`config.mk`:
```
export PLATFORM = sky130hd
export DESIGN_NAME = vga_text_sequencer
export DESIGN_NICKNAME = d
export VERILOG_FILES = /design/src/rtl/vga_text_pkg.sv /design/src/rtl/vga_delay_line.sv /design/src/rtl/vga_text_sequencer.sv
export SDC_FILE = /design/constraint.sdc
export NUM_CORES = 1
export LEC_CHECK = 0
export ABC_AREA = 0
export BUFFER_PORTS_ARGS = -buffer_cell sky130_fd_sc_hd__buf_2
export CORE_UTILIZATION = 25
export CTS_CLUSTER_SIZE = 10
export DETAILED_ROUTE_END_ITERATION = 10
export HOLD_SLACK_MARGIN = 0.15
export PLACE_DENSITY = 0.53
export SYNTH_ARGS = -nofsm -noshare
export SYNTH_HDL_FRONTEND = slang
export SYNTH_SLANG_ARGS = --single-unit
```
`constraint.sdc`:
```
create_clock -name clk -period 6.7 [get_ports clk]
set_clock_uncertainty 0.05 [all_clocks]
set_input_delay 0.67 -clock clk [delete_from_list [all_inputs] [get_ports clk]]
set_output_delay 0.67 -clock clk [all_outputs]
set_load 0.02 [all_outputs]
```
`src/rtl/vga_text_pkg.sv`:
```
// Shared geometry, fetch-phase and attribute-field constants for the text-mode sequencer.
package vga_text_pkg;
  localparam int COLS      = 80;
  localparam int H_VISIBLE = 640;
  localparam int V_VISIBLE = 480;
  localparam int CHAR_W    = 8;
  localparam int CHAR_H    = 16;

  localparam logic [2:0] PH_FETCH = 3'd0;
  localparam logic [2:0] PH_CHAR  = 3'd1;
  localparam logic [2:0] PH_GLYPH = 3'd2;
  localparam logic [2:0] PH_LOAD  = 3'(CHAR_W - 1);

  localparam int ATTR_FG_LSB  = 0;
  localparam int ATTR_BG_LSB  = 4;
  localparam int ATTR_FIELD_W = 4;
endpackage

```
`src/rtl/vga_delay_line.sv`:
```
// Fixed-depth shift register used to keep raw syncs aligned with the pixel pipeline.
// Latency: DEPTH clocks. Backpressure: none, advances every clock.
module vga_delay_line #(
  parameter int               WIDTH     = 1,
  parameter int               DEPTH     = 8,
  parameter logic [WIDTH-1:0] RESET_VAL = '0
) (
  input  logic             clk,
  input  logic             rst_n,
  input  logic [WIDTH-1:0] din,
  output logic [WIDTH-1:0] dout
);
  logic [DEPTH-1:0][WIDTH-1:0] stage_q, stage_d;

  always_comb begin
    stage_d = {stage_q[DEPTH-2:0], din};
  end

  always_ff @(posedge clk or negedge rst_n) begin
    if (!rst_n) begin
      stage_q <= {DEPTH{RESET_VAL}};
    end else begin
      stage_q <= stage_d;
    end
  end

  assign dout = stage_q[DEPTH-1];
endmodule

```
`src/rtl/vga_text_sequencer.sv`:
```
// Text-mode pixel sequencer: text-RAM fetch, font lookup, 8-pixel serialiser, aligned syncs.
// Latency: 8 clocks from hCount/syncs to pixel/colour/sync outputs; CPU grant is combinational.
// Backpressure: none on video; a CPU request waits only during the display fetch slot.
module vga_text_sequencer #(
  parameter int   COLS      = vga_text_pkg::COLS,
  parameter int   H_VISIBLE = vga_text_pkg::H_VISIBLE,
  parameter int   V_VISIBLE = vga_text_pkg::V_VISIBLE,
  parameter int   ADDR_W    = 12,
  parameter logic SYNC_IDLE = 1'b1
) (
  input  logic              clk,
  input  logic              nReset,
  input  logic [9:0]        hCount,
  input  logic [9:0]        vCount,
  input  logic              hSyncIn,
  input  logic              vSyncIn,
  output logic [ADDR_W-1:0] ramAddr,
  output logic              ramWe,
  output logic [15:0]       ramWData,
  input  logic [15:0]       ramRData,
  output logic [11:0]       fontAddr,
  input  logic [7:0]        fontData,
  input  logic              cpuReq,
  input  logic [ADDR_W-1:0] cpuAddr,
  input  logic [15:0]       cpuData,
  output logic              cpuAck,
  output logic              pixel,
  output logic [3:0]        fgIRGB,
  output logic [3:0]        bgIRGB,
  output logic              hSync,
  output logic              vSync
);
  import vga_text_pkg::*;

  localparam logic [9:0] H_LIM = 10'(H_VISIBLE);
  localparam logic [9:0] V_LIM = 10'(V_VISIBLE);

  logic [2:0] phase;
  logic [6:0] col;
  logic       fw;
  logic       display_slot;

  logic [7:0] char_q, char_d;
  logic [7:0] attr_q, attr_d;
  logic [7:0] glyph_q, glyph_d;
  logic [7:0] shift_q, shift_d;
  logic [3:0] fg_q, fg_d;
  logic [3:0] bg_q, bg_d;
  logic [1:0] sync_dly;

  always_comb begin
    phase        = hCount[2:0];
    col          = hCount[9:3];
    fw           = (hCount < H_LIM) && (vCount < V_LIM);
    display_slot = fw && (phase == PH_FETCH);

    cpuAck   = cpuReq && nReset && !display_slot;
    ramWe    = cpuAck;
    ramWData = cpuData;
    ramAddr  = display_slot ? ADDR_W'(vCount[9:4]) * ADDR_W'(COLS) + ADDR_W'(col) : cpuAddr;

    // The RAM word lands this cycle, so bypass the char register to hit the font ROM in time.
    fontAddr = {(phase == PH_CHAR) ? ramRData[7:0] : char_q, vCount[3:0]};
  end

  always_comb begin
    char_d  = char_q;
    attr_d  = attr_q;
    glyph_d = glyph_q;
    shift_d = {shift_q[6:0], 1'b0};
    fg_d    = fg_q;
    bg_d    = bg_q;
    if (fw && phase == PH_CHAR) begin
      {attr_d, char_d} = ramRData;
    end
    if (fw && phase == PH_GLYPH) begin
      glyph_d = fontData;
    end
    // Blanking is folded into the load so every output comes straight off a flop.
    if (phase == PH_LOAD) begin
      shift_d = fw ? glyph_q : 8'h00;
      fg_d    = fw ? attr_q[ATTR_FG_LSB +: ATTR_FIELD_W] : 4'h0;
      bg_d    = fw ? attr_q[ATTR_BG_LSB +: ATTR_FIELD_W] : 4'h0;
    end
  end

  always_ff @(posedge clk or negedge nReset) begin
    if (!nReset) begin
      char_q  <= '0;
      attr_q  <= '0;
      glyph_q <= '0;
      shift_q <= '0;
      fg_q    <= '0;
      bg_q    <= '0;
    end else begin
      char_q  <= char_d;
      attr_q  <= attr_d;
      glyph_q <= glyph_d;
      shift_q <= shift_d;
      fg_q    <= fg_d;
      bg_q    <= bg_d;
    end
  end

  vga_delay_line #(
    .WIDTH    (2),
    .DEPTH    (8),
    .RESET_VAL({SYNC_IDLE, SYNC_IDLE})
  ) u_sync_dly (
    .clk  (clk),
    .rst_n(nReset),
    .din  ({vSyncIn, hSyncIn}),
    .dout (sync_dly)
  );

  assign pixel  = shift_q[7];
  assign fgIRGB = fg_q;
  assign bgIRGB = bg_q;
  assign hSync  = sync_dly[0];
  assign vSync  = sync_dly[1];
endmodule
```
### Word-level counts from Yosys, hierarchy flattened

Index checks and enable logic that the tools add are counted.

| cells by class | value |
|---|---|
| $add $sub $neg | 1 |
| multipliers | 1 |
| order comparisons | 2 |
| equal/unequal tests | 3 |
| multiplexer cells | 6 |
| reduce and logical (&&, ||, !) cells | 8 |

Operators with widths:

| operator | number |
|---|---|
| 2-to-1 mux 8 bit | 3 |
| adder 12 x 7 -> 12 bit | 1 |
| 2-to-1 mux 12 bit | 1 |
| less-than comparator 10 bit (second input constant) | 1 |
| less-than comparator 10 x 9 -> 1 bit (second input constant) | 1 |
| multiplier 6 x 3 -> 8 bit (second input constant) | 1 |
| 2-to-1 mux 4 bit | 2 |
| logical AND 1 bit | 6 |
| == test 3 x 1 -> 1 bit (second input constant) | 1 |
| == test 3 x 2 -> 1 bit (second input constant) | 1 |
| == test 3 bit (second input constant) | 1 |
| zero test 3 bit | 1 |
| zero test 1 bit | 1 |

| word-level totals | value |
|---|---|
| bits in registers | 56 |
| bits of input ports | 77 |
| output and inout port bits | 53 |
| logic and storage cells | 35 |

### Longest topological paths before layout

| logic depth | value |
|---|---|
| word-level depth | 5 |
| gate-level depth with buffers | 8 |

### Modules after synthesis

Synthesis repeated with hierarchy kept, for this count alone.

| second synthesis, totals | value |
|---|---|
| cells, all modules | 198 |
| area total of the unflattened synthesis | 2,697.6 um2 |

By module, submodules not included:

| module | instances | cells each | area an instance (um2) |
|---|---|---|---|
| vga_text_sequencer | 1 | 182 | 2,277.2 |
| vga_delay_line | 1 | 16 | 420.4 |

### Least setup slack after synthesis

No wires, ideal clock.

| timing path | value |
|---|---|
| kind | input to output |
| from | input port vCount[5] |
| to | output port ramAddr[11] |
| arrival | 2.570 ns |
| setup slack | 3.410 ns |
| cell stages on the path | 8 |
| cells stage by stage | ha_1 ha_1 fa_1 xor2_1 nand3_1 nor4_1 xnor2_1 o21ai_1 |

| between the ends | value |
|---|---|
| cells in the longest elaborated chain, start to end | 4 |

Ends and longest elaborated chain:

| element | RTL line | RTL |
|---|---|---|
| start, declared | vga_text_sequencer.sv:14 | `input logic [9:0] vCount,` |
| branches (longest 3 deep; another with adder 12 x 7 -> 12 bit) | n/a |  |
| 2-to-1 mux 12 bit * | vga_text_sequencer.sv:60 | `ramAddr = display_slot ? ADDR_W'(vCount[9:4]) * ADDR_W'(COLS) + ADDR_W'(col) : cpuAddr;` |
| end, declared | vga_text_sequencer.sv:17 | `output logic [ADDR_W-1:0] ramAddr,` |

Every way passes the cells marked *.

### Worst setup path after layout

Same ends and word-level chain as after synthesis.

==> run metrics <==
Max rail drop VDD=100 µV; Routed Antenna Nets=0; I/O Pins=130; # fillers=1098; final clock period utilization by the worst path=52.7%; Max Root-Sink Buffers=2; Die W=106 µm; Clk Latency, worst-skew pair=0.31 ns; Placer Congestion=0.844; via count=1716; Worst Path Class, Setup=primary input to output pin; RSZ-0062 raised after global routing=no; Crit path required time=5.98 ns; Worst Setup Start Kind=primary input; global-route wire length before repair=8780 µm; Vias/cell=4.22; EDFF count, synth=0; initial antenna violation count=0; count of final hold-check violations=0; fraction of layout cells with a size suffix above 1=60.1%; setup ws final=3.17 ns; Initial Util=26.0%; full die area=11200 µm²; Worst-Margin Slew=0.786 ns; largest cells by area after synthesis=dfrtp_1 (37%), dfstp_2 (16%), mux2_2 (13%), buf_4 (6.1%), ha_1 (5.1%); Die H=106 µm; highest clock rate=0.283 GHz; Slew headroom=47.5%; total iterations of the first detailed-routing run=2; Pwr Density=248 nW/µm²; GRT overflow=0; drc violations=0; post-cts sizing count=0; worst endpoint data arrival time=2.81 ns; Syn Std Cell Area=2700 µm²; total track usage=10.1%; Multi-input gate area=1070 µm²; status=complete, no violations; yosys warns=0; P_leak=1.59 nW; Reg area=1420 µm²; minimum clock period=3.53 ns; Iteration-0 DRC Markers=53; Mapped Cells=198; WL final=5530 µm; largest net degree at the start of global routing=58; worst hold-check path type=flip-flop to flip-flop; Max Slew Vio Count=0; CTS root buffer=clkbuf_8; # setup viols final=0; Worst Path Max Fanout=4; CTS H-tree depth=2; predominant post-synthesis flop cell=dfrtp_1; top-count cell post-synth=dfrtp_1; Syn Nets=288; Inserted Clock Buffers=5; CTS tree=done; worst slack at placement=3.17 ns; Design Area, Final=3230 µm²; setup TNS=0 ns; Synth cell types=31; hold_buf cts=0; post-CTS setup buffers=0; FFs w/ async S/R, synth=100%; Yosys reg bits=56; P&R area growth vs syn=19.8%; post-synth top area share=37.1%; core area=10400 µm²; Diodes inserted=0; post-DR wirelength/cell=13.6 µm; Cell Rows=37; post-synth top area cell=dfrtp_1; DP Area=3130 µm²; Max Cap Violations=0; clk sinks=56; vias in the first global route=1802; CP endpoint kind=output pin; commonest cells in the netlist=dfrtp_1 (40), mux2_2 (32), buf_4 (22), dfstp_2 (16), a22o_1 (15); Worst-path clk slew=0.10 ns; nets=360; syn avg cell area=13.6 µm²; post-synthesis sequential area ratio=52.7%; # port buffers=89; Detailed Place HPWL=4120 µm
kinds of logic after synthesis:
| kind of cell | Yosys count | synth area share (%) |
|---|---|---|
| DFF | 56 | 52.7 |
| muxes | 38 | 16.7 |
| AOI/OAI and AO/OA | 30 | 8.95 |
| buffers and inverters | 28 | 7.61 |
| and+or+nand+nor | 25 | 4.87 |
| adders and majority gates | 13 | 6.59 |
| xor gates and xnor gates | 8 | 2.60 |
metrics by stage:
stage / hold WS [ns] / power [mW] / util [%] / instances
finish: 0.311 / 0.800 / 31.2 / 407
global route: 0.313 / 0.847 / 31.2 / 407
CTS: 0.312 / 0.813 / 31.2 / 407
detailed placement: 0.297 / 0.616 / 30.2 / 399
global placement: 0.295 / 0.612 / 30.2 / 399
floorplan: 0.295 / 0.563 / - / 198
flip-flops by register name, summed over array words and instances (netlist names):
name                flops
char_q                  8
glyph_q                 8
fgIRGB                  4
attr_q                  8
u_sync_dly.dout         2
u_sync_dly.stage_d     14
shift_q                 8
bgIRGB                  4
where the power goes:
| group | internal (mW) | switching [mW] | total (mW) |
|---|---|---|---|
| sequential | 0.392 | 0.0228 | 0.415 |
| clock | 0.0771 | 0.118 | 0.195 |
| combinational | 0.0943 | 0.0963 | 0.191 |
final timing paths:
path                                             startpoint                      endpoint  slack (ns)  cells past startpoint
max                                               vCount[5]                   ramAddr[11]        3.17                     10
max reg2reg                           char_q[3]$_DFFE_PN0P_         char_q[3]$_DFFE_PN0P_        5.87                      1
min                        u_sync_dly.stage_d[15]$_DFF_PN1_  u_sync_dly.dout[1]$_DFF_PN1_        0.31                      0
min reg2reg                u_sync_dly.stage_d[15]$_DFF_PN1_  u_sync_dly.dout[1]$_DFF_PN1_        0.31                      0
min in group asynchronous                            nReset         fgIRGB[2]$_DFFE_PN0N_        0.43                      2
max in group asynchronous                            nReset         attr_q[1]$_DFFE_PN0P_        5.71                      2
critical path: stages:
cell and delay, ns:
buf_2 0.14, ha_1 0.30, ha_1 0.23, fa_1 0.41, xor2_1 0.23, nand3_1 0.13
nor4_1 0.30, xnor2_1 0.17, o21ai_1 0.07, buf_2 0.16
layout by cell type (no fill, tap or decap), types with 3 or more instances in the layout:
cell,n
buf_2,89
dfrtp_1,40
mux2_2,32
dfstp_2,16
a22o_1,15
ha_1,11
nand2_1,8
xnor2_1,6
mux2_4,6
o21ai_2,5
a21oi_1,5
clkbuf_8,5
nor2_1,4
nand3_1,3
buf_4,3
final cells by class:
| cell class | count | share of cell area [%] |
|---|---|---|
| inverter | 1 | 0.116 |
| tap | 136 | 5.27 |
| clock buffer | 5 | 2.13 |
| timing repair buffer | 92 | 14.5 |
| sequential | 56 | 44.0 |
| multi-input combinational | 114 | 33.2 |
| clock inverter | 3 | 0.852 |
metal layers:
| layer | track usage [%] | part of all wire, % | vias up |
|---|---|---|---|
| met2 | 17.2 | 49 | 62 |
| li1 | - | - | 825 |
| met1 | 12.5 | 43 | 819 |
| met4 | 3.67 | 2.2 | 0 |
| met3 | 2.16 | 5.9 | 10 |
| met5 | 0 | 0 | - |
No activity file was read; power rests on OpenSTA's default activity.
